`config.mk`:
```
export PLATFORM = sky130hd
export DESIGN_NAME = rotate_kick
export DESIGN_NICKNAME = d
export VERILOG_FILES = /design/src/rtl/tetris_pkg.sv /design/src/rtl/rotate_mask.sv /design/src/rtl/rotate_kick.sv
export SDC_FILE = /design/constraint.sdc
export NUM_CORES = 1
export LEC_CHECK = 0
export BUFFER_PORTS_ARGS = -buffer_cell sky130_fd_sc_hd__clkbuf_2
export CAP_MARGIN = 40
export CORE_MARGIN = 3
export CORE_UTILIZATION = 63
export CTS_CLUSTER_SIZE = 14
export DETAILED_ROUTE_END_ITERATION = 12
export HOLD_SLACK_MARGIN = 0.03
export PLACE_DENSITY = 0.95
export SKIP_CTS_REPAIR_TIMING = 1
export SLEW_MARGIN = 0
export SYNTH_ARGS = -nofsm -noshare
export SYNTH_HDL_FRONTEND = slang
export SYNTH_SLANG_ARGS = --single-unit
```
`constraint.sdc`:
```
create_clock -name clk -period 14.2 [get_ports clk]
set_input_delay 4.26 -clock clk [delete_from_list [all_inputs] [get_ports clk]]
set_output_delay 4.26 -clock clk [all_outputs]
set_load 0.01 [all_outputs]
```
`src/rtl/tetris_pkg.sv`:
```
// Shared Tetris core definitions: default geometry,
// coordinate widths, kick offsets and rotate_kick states.
package tetris_pkg;

  localparam int N_DEF       = 4;
  localparam int BOARD_W_DEF = 10;
  localparam int BOARD_H_DEF = 20;

  function automatic int xw_of(input int w);
    return $clog2(w) + 2;
  endfunction

  function automatic int yw_of(input int h);
    return $clog2(h) + 2;
  endfunction

  // Offsets 0, -1, +1, -2, +2, ...
  function automatic int kick_dx(input int k);
    return k[0] ? -((k + 1) / 2) : k / 2;
  endfunction

  typedef enum logic [1:0] {
    S_IDLE,
    S_ROT,
    S_CHECK,
    S_DONE
  } rk_state_t;

endpackage

```
`src/rtl/rotate_mask.sv`:
```
// Combinational NxN piece-mask rotation,
// clockwise when i_dir=0, counter-clockwise when 1.
module rotate_mask #(
  parameter int N = 4
) (
  input  logic [N*N-1:0] i_mask,
  input  logic           i_dir,
  output logic [N*N-1:0] o_mask
);

  always_comb begin
    o_mask = '0;
    for (int i = 0; i < N; i++) begin
      for (int j = 0; j < N; j++) begin
        o_mask[i*N+j] = i_dir ?
          i_mask[j*N+(N-1-i)] :
          i_mask[(N-1-j)*N+i];
      end
    end
  end

endmodule

```
`src/rtl/rotate_kick.sv`:
```
// Rotates the falling piece and searches horizontal kicks
// against the settled board, one board row per cycle.
module rotate_kick
  import tetris_pkg::*;
#(
  parameter int N       = N_DEF,
  parameter int BOARD_W = BOARD_W_DEF,
  parameter int BOARD_H = BOARD_H_DEF,
  parameter int KICKS   = 3,
  parameter int XW      = xw_of(BOARD_W),
  parameter int YW      = yw_of(BOARD_H)
) (
  input  logic                 clk,
  input  logic                 rst,
  input  logic                 req_valid,
  output logic                 req_ready,
  input  logic [N*N-1:0]       req_float,
  input  logic                 req_dir,
  input  logic [XW-1:0]        req_x,
  input  logic [YW-1:0]        req_y,
  output logic                 row_rd,
  output logic [YW-2:0]        row_addr,
  input  logic [BOARD_W-1:0]   row_data,
  output logic                 resp_valid,
  output logic                 resp_ok,
  output logic [N*N-1:0]       resp_float,
  output logic [XW-1:0]        resp_x
);

  localparam int CW  = $clog2(N + 1);
  localparam int KW  = $clog2(KICKS) + 1;
  localparam int CXW = $clog2(BOARD_W);

  localparam logic signed [YW-1:0] Y_ONE = 1;
  localparam logic signed [YW-1:0] Y_H   = BOARD_H;
  localparam logic signed [XW-1:0] X_W   = BOARD_W;

  rk_state_t             r_state;
  logic [N*N-1:0]        r_float;
  logic [N*N-1:0]        r_rot;
  logic                  r_dir;
  logic signed [XW-1:0]  r_x;
  logic signed [YW-1:0]  r_y;
  logic [KW-1:0]         r_k;
  logic [CW-1:0]         r_c;
  logic                  r_coll;

  logic [N*N-1:0]        w_rot;
  logic signed [XW-1:0]  w_dx;
  logic signed [YW-1:0]  w_c_s;
  logic signed [YW-1:0]  w_ry;
  logic signed [XW-1:0]  w_cx;
  int                    w_row;
  logic                  w_hit;
  logic                  w_coll_all;
  logic                  w_last_c;
  logic                  w_last_k;
  logic                  w_iss_en;
  logic signed [YW-1:0]  w_iss_row;
  logic                  w_rd_ok;

  rotate_mask #(.N(N)) u_rot (
    .i_mask (r_float),
    .i_dir  (r_dir),
    .o_mask (w_rot)
  );

  assign req_ready  = (r_state == S_IDLE);
  assign w_dx       = XW'(kick_dx(int'(r_k)));
  assign w_c_s      = YW'(r_c);
  assign w_ry       = r_y + w_c_s - Y_ONE;
  assign w_row      = int'(r_c) - 1;
  assign w_coll_all = r_coll | w_hit;
  assign w_last_c   = (r_c == CW'(N));
  assign w_last_k   = (r_k == KW'(KICKS - 1));

  // Evaluate mask row c-1 against the row fetched last cycle
  always_comb begin
    w_hit = 1'b0;
    w_cx  = '0;
    if (r_state == S_CHECK && r_c != '0) begin
      for (int j = 0; j < N; j++) begin
        w_cx = r_x + w_dx + XW'(j);
        if (r_rot[w_row*N+j]) begin
          if (w_cx < 0 || w_cx >= X_W || w_ry >= Y_H)
            w_hit = 1'b1;
          else if (w_ry >= 0 && row_data[w_cx[CXW-1:0]])
            w_hit = 1'b1;
        end
      end
    end
  end

  // Row to present on the read port during the next cycle
  always_comb begin
    w_iss_en  = 1'b0;
    w_iss_row = r_y;
    unique case (1'b1)
      (r_state == S_ROT): w_iss_en = 1'b1;
      (r_state == S_CHECK): begin
        if (r_c < CW'(N - 1)) begin
          w_iss_en  = 1'b1;
          w_iss_row = r_y + w_c_s + Y_ONE;
        end else if (w_last_c && w_coll_all && !w_last_k) begin
          w_iss_en = 1'b1;
        end
      end
      default: w_iss_en = 1'b0;
    endcase
  end

  assign w_rd_ok = w_iss_en && !w_iss_row[YW-1] &&
                   (w_iss_row < Y_H);

  always_ff @(posedge clk) begin
    if (rst) begin
      r_state    <= S_IDLE;
      r_float    <= '0;
      r_rot      <= '0;
      r_dir      <= 1'b0;
      r_x        <= '0;
      r_y        <= '0;
      r_k        <= '0;
      r_c        <= '0;
      r_coll     <= 1'b0;
      row_rd     <= 1'b0;
      row_addr   <= '0;
      resp_valid <= 1'b0;
      resp_ok    <= 1'b0;
      resp_float <= '0;
      resp_x     <= '0;
    end else begin
      resp_valid <= 1'b0;
      row_rd     <= w_rd_ok;
      if (w_rd_ok)
        row_addr <= w_iss_row[YW-2:0];
      unique case (r_state)
        S_IDLE: begin
          if (req_valid) begin
            r_float <= req_float;
            r_dir   <= req_dir;
            r_x     <= req_x;
            r_y     <= req_y;
            r_state <= S_ROT;
          end
        end
        S_ROT: begin
          r_rot   <= w_rot;
          r_k     <= '0;
          r_c     <= '0;
          r_coll  <= 1'b0;
          r_state <= S_CHECK;
        end
        S_CHECK: begin
          if (!w_last_c) begin
            r_c    <= r_c + 1'b1;
            r_coll <= w_coll_all;
          end else if (!w_coll_all) begin
            resp_valid <= 1'b1;
            resp_ok    <= 1'b1;
            resp_float <= r_rot;
            resp_x     <= r_x + w_dx;
            r_state    <= S_DONE;
          end else if (!w_last_k) begin
            r_k    <= r_k + 1'b1;
            r_c    <= '0;
            r_coll <= 1'b0;
          end else begin
            resp_valid <= 1'b1;
            resp_ok    <= 1'b0;
            resp_float <= r_float;
            resp_x     <= r_x;
            r_state    <= S_DONE;
          end
        end
        S_DONE: r_state <= S_IDLE;
        default: r_state <= S_IDLE;
      endcase
    end
  end

endmodule

```
# [Yosys cells after proc, flatten, opt, wreduce, memory -nomap -nowiden]
# Cells that the tools add are included.
[classes] eq_ne=13 bitwise=4 n_mux=80 add_sub_neg=16 order_cmp=20 n_reduce_logical=28
[ops] cell="$mux W1" count=50
[ops] cell="$mux W16" count=2
[ops] cell="$bmux W1 S4" count=7
[ops] cell="$lt A7 B6 Y1 const B" count=4
[ops] cell="$ge A6 B5 Y1 const B" count=4
[ops] cell="$lt A6 B1 Y1 const B" count=4
[ops] cell="$lt A4 B5 Y1 const B" count=4
[ops] cell="$mux W3" count=6
[ops] cell="$mux W6" count=3
[ops] cell="$add A6 B3 Y7 const B" count=2
[ops] cell="$mux W7" count=2
[ops] cell="$add A6 B3 Y6 const B" count=2
[ops] cell="$pmux W3 S2" count=2
[ops] cell="$logic_and A1 B1 Y1" count=9
[ops] cell="$ne A3 B3 Y1 const B" count=3
[ops] cell="$reduce_and A3 Y1" count=3
[ops] cell="$logic_or A1 B1 Y1" count=8
[ops] cell="$mux W2" count=4
[ops] cell="$ne A2 B2 Y1 const B" count=4
[ops] cell="$pmux W2 S4" count=1
[ops] cell="$add A6 B2 Y7 const B" count=1
[ops] cell="$add A7 B2 Y7 const B" count=1
[ops] cell="$add A7 B4 Y7" count=1
[ops] cell="$ge A7 B1 Y1 const B" count=1
[ops] cell="other kinds (28)" count=33
[word_totals] in_bits=43 regBits=86 wordCells=176 output_inout_bits=32

# [Logic depth before layout (Yosys ltp)]
[logic_depth] ltp_word=30 mapped_depth=19 mapped_depth_nobuf=16

# [Hierarchy]
# A second synthesis with hierarchy kept.
[hier_totals] hier_cells=655 hier_area_um2=5861.9
[modules_own_cells] mod="rotate_kick" area_per_inst_um2=5612.9 cells_per_inst=637 instances=1 seq_area_each_um2=1721.7
[modules_own_cells] mod="rotate_mask" area_per_inst_um2=249.0 cells_per_inst=18 instances=1 seq_area_each_um2=0.0

# [Worst setup path after synthesis]
# No wires, ideal clock.
[synth_timing] kind="input -> register" from="in row_data[6]" to="reg resp_float[10]" setup_ns=0.142 path_buffers=2 arrival_ns=6.552 required_time_ns=14.058 setup_slack_ns=7.506 path_stages=9 path_cell_list="mux4_2 mux4_2 a32oi_1 o2111ai_1 or3_1 buf_2 a21oi_4 buf_4 a211oi_2"
[synth_between] elab_chain_len=19 elab_cells_between_ends=29 cone_classes="eq/ne (1); mux (22); bitwise (1); reduce/logical (5)"
[synth_lines] element="from (decl)" line="rotate_kick.sv:23" text="input logic [BOARD_W-1:0] row_data,"
[synth_lines] element="$bmux W1 S4" line="rotate_kick.sv:87" text="else if (w_ry >= 0 && row_data[w_cx[CXW-1:0]])"
[synth_lines] element="$mux W1 (implied by the code)" line="rotate_kick.sv:87"
[synth_lines] element="$logic_and A1 B1 Y1" line="rotate_kick.sv:87"
[synth_lines] element="$mux W1" line="rotate_kick.sv:87"
[synth_lines] element="$mux W1" line="rotate_kick.sv:85" text="if (w_cx < 0 || w_cx >= X_W || w_ry >= Y_H)"
[synth_lines] element="$mux W1" line="rotate_kick.sv:84" text="if (r_rot[w_row*N+j]) begin"
[synth_lines] element="$mux W1" line="rotate_kick.sv:87"
[synth_lines] element="$mux W1" line="rotate_kick.sv:85"
[synth_lines] element="[... 3 more ...]"
[synth_lines] element="$mux W1" line="rotate_kick.sv:84"
[synth_lines] element="$mux W1" line="rotate_kick.sv:87"
[synth_lines] element="$mux W1" line="rotate_kick.sv:85"
[synth_lines] element="$mux W1 (*)" line="rotate_kick.sv:84"
[synth_lines] element="$mux W1 (*)" line="rotate_kick.sv:81" text="if (r_state == S_CHECK && r_c != '0) begin"
[synth_lines] element="$or A1 B1 Y1 (*)" line="rotate_kick.sv:73" text="assign w_coll_all = r_coll | w_hit;"
[synth_lines] element="$ne A2 B1 Y1 (no source line)"
[synth_lines] element="$reduce_and A3 Y1 (no source line)"
[synth_lines] element="to (signal assigned)" line="rotate_kick.sv:161" text="resp_float <= r_rot;"
[synth_lines] element="to (signal assigned)" line="rotate_kick.sv:171" text="resp_float <= r_float;"
[synth_lines] element="to (decl)" line="rotate_kick.sv:26" text="output logic [N*N-1:0] resp_float,"
# Mark *: on every way between the ends. The rest lies on a longest branch, timed or not. The select of a mux whose other input is x is not followed.
# A chain may end at the register's enable or synchronous reset.

# [Worst setup path after layout]
[layout_timing] from="in row_data[6]" to="reg resp_float[15]"
# Same word-level chain as after synthesis.

==> impl_metrics.env <==
export IMPL_fill_cells=584
export IMPL_netlist_area_mm2=0.00559
export IMPL_synthMostInstantiatedCell="nand2_1"
export IMPL_path_max_fanout=22
export IMPL_finClkSkew_ns=0.0104
export IMPL_ant_nets=0
export IMPL_start_kind="input pin"
export IMPL_drt_iter0_markers=488
export IMPL_ios=75
export IMPL_htree_num_levels=3
export IMPL_fp_dieH_um=100
export IMPL_initial_core_util_pct=66.4
export IMPL_fp_dieW_um=100
export IMPL_fin_nets=746
export IMPL_fin_setup_tns_ns=0
export IMPL_fmax_mhz=138
export IMPL_overflow=0
export IMPL_num_rows=33
export IMPL_p_leak_nw=2.58
export IMPL_fin_crit_sh_pct=51.0
export IMPL_seq_area_frac_synth_pct=30.8
export IMPL_antenna_found_initial=0
export IMPL_tightest_slew_ns=0.938
export IMPL_ys_flop_type="dfxtp_1"
export IMPL_numCtsBuffers=9
export IMPL_placed_area_mm2=0.00599
export IMPL_cellPowerDensity_mw_per_mm2=143
export IMPL_status="finished, final reports clean"
export IMPL_synth_net_count=695
export IMPL_grt_first_pass_wirelength_um=24700
export IMPL_drc=0
export IMPL_final_max_slew_viol_count=0
export IMPL_n_antenna_cell=0
export IMPL_setup_viol=0
export IMPL_ys_warn_count=0
export IMPL_clock_sinks=86
export IMPL_synth_area_leaders="dfxtp_1 31%, mux2i_1 9.1%, nand2_1 6.0%"
export IMPL_ys_types=72
export IMPL_grt_pass1_vias=5134
export IMPL_yosysTopAreaCellShare_pct=30.8
export IMPL_port_buffers=74
export IMPL_place_gp_congestion=0.884
export IMPL_cts_tree="yes"
export IMPL_yosys_top_cells_count="90 x nand2_1, 86 x dfxtp_1, 65 x a21oi_1"
export IMPL_area_delta_synth_final_pct=10.8
export IMPL_dpl_hpwl_um=10500
export IMPL_post_route_min_period_ns=7.24
export IMPL_max_vdd_ir_drop_uv=115
export IMPL_regArea_mm2=0.00172
export IMPL_synth_edf_count=0
export IMPL_dr_pass1_iters=5
export IMPL_grt_util_all_layers_pct=30.2
export IMPL_core_mm2=0.00842
export IMPL_critPathCaptureType="register"
export IMPL_synthCells=624
export IMPL_async_flop_share_pct=0
export IMPL_synth_ff_latch_count=86
export IMPL_grt_max_degree=80
export IMPL_rsz0062_at_grt="false"
export IMPL_slew_headroom_pct=37.4
export IMPL_layout_drive_gt1_share_pct=21.4
export IMPL_path_clk_slew_ns=0.09
export IMPL_crit_required_ns=14.38
export IMPL_vias=5159
export IMPL_maxCapViolCount=0
export IMPL_yosys_area_top_type="dfxtp_1"
export IMPL_worstSetupPathType="input pin to register"
export IMPL_worstSkewPairLatency_ns=0.35
export IMPL_avgViaCountPerCell=6.58
export IMPL_final_util_pct=73.6
export IMPL_crit_arrival_ns=7.42
export IMPL_hold_viol_final=0
export IMPL_fin_area_mm2=0.00620
export IMPL_cts_buffer_depth=2
export IMPL_dieArea_mm2=0.0100
export IMPL_multi_input_area_mm2=0.00357
export IMPL_cts_root_buf="clkbuf_8"
export IMPL_avgSynthCellArea_um2=8.96
export IMPL_wl_um=15100
export IMPL_wl_per_cell_um=19.3
export IMPL_hp_class="register to register"
==> state kept, by name, indices dropped and copies added, names as in the netlist <==
| register | cells |
|---|---|
| r_float | 16 |
| resp_valid | 1 |
| row_rd | 1 |
| resp_float | 16 |
| r_dir | 1 |
| r_rot | 16 |
| row_addr | 6 |
| r_x | 6 |
| resp_x | 6 |
| r_c | 3 |
| r_state | 2 |
| r_y | 7 |
| r_k | 3 |
| r_coll | 1 |
| resp_ok | 1 |
==> cell type report <==
type	count	share of cell area, %
Multi-Input combinational cell	470	57.7
Sequential cell	86	27.8
Timing Repair Buffer	83	7.87
Clock buffer	11	2.28
Tap cell	105	2.12
Inverter	25	1.51
Clock inverter	4	0.767
==> placed cells by master, fill, tap and decap left out, drive strengths merged, types with 3 or more instances in the layout <==
master,instances
nor4,3
o211ai,5
mux4,11
o2111ai,4
o22ai,3
nor3,6
xor2,7
dfxtp,86
a31oi,4
and3,8
a211o,3
o31ai,4
nand3,10
a211oi,47
xnor2,10
a21oi,68
nor2b,3
nor2,28
ha,26
and4,3
o31a,3
nor3b,4
inv,25
nand2,90
mux2,3
clkbuf,85
mux2i,51
xnor3,4
a21boi,3
or3,5
buf,9
o21ai,13
and2,3
==> critical path: stages <==
cell and delay [ns]:
clkbuf_2 0.10, mux4_2 0.47, mux4_2 0.48, a32oi_1 0.19, o2111ai_1 0.31, or3_1 0.64, a21oi_4 0.78, a211oi_1 0.18
==> where the power goes <==
group	internal, mW	switching (mW)
logic	0.156	0.239
registers	0.278	0.0428
clock network	0.0847	0.0852
==> cell families after synthesis <==
family,Yosys count,synth area share [%]
adders and majority gates,28,6.53
muxes,65,14.2
AOI/OAI and AO/OA,179,23.8
and+or+nand+nor,177,14.8
DFF,86,30.8
buffers and inverters,68,5.35
xor gates and xnor gates,21,4.67
==> through the flow <==
stage	total power, mW	hold WS, ns	setup WS (ns)	instances
2_1_floorplan	0.594	0.439	7.51	624
6_report	0.886	0.468	6.96	784
4_1_cts	0.874	0.469	7.01	783
5_1_grt	0.929	0.501	6.89	784
3_5_place_dp	0.702	0.456	6.73	768
3_3_place_gp	0.656	0.448	6.87	764
==> final timing paths <==
check	from	to	slack, ns	depth (start not counted)
setup / recovery	row_data[6]	resp_float[15]	6.96	8
hold / removal	row_addr[0]	row_addr[0]	0.47	2
setup reg to reg	r_k[0]	resp_float[15]	8.48	15
hold reg to reg	row_addr[0]	row_addr[0]	0.47	2
==> per-layer routing <==
metal  track usage, %  wire [um]  vias up  part of all wire (%)
met5                0          0        -                     0
met4             12.1        473        0                   3.1
met3             4.86       1310       55                   8.7
met2             52.2       7470      285                    50
met1             37.6       5830     2422                    39
li1                 -          -     2397                     -
Note: power is estimated with default switching activity, not from simulation.
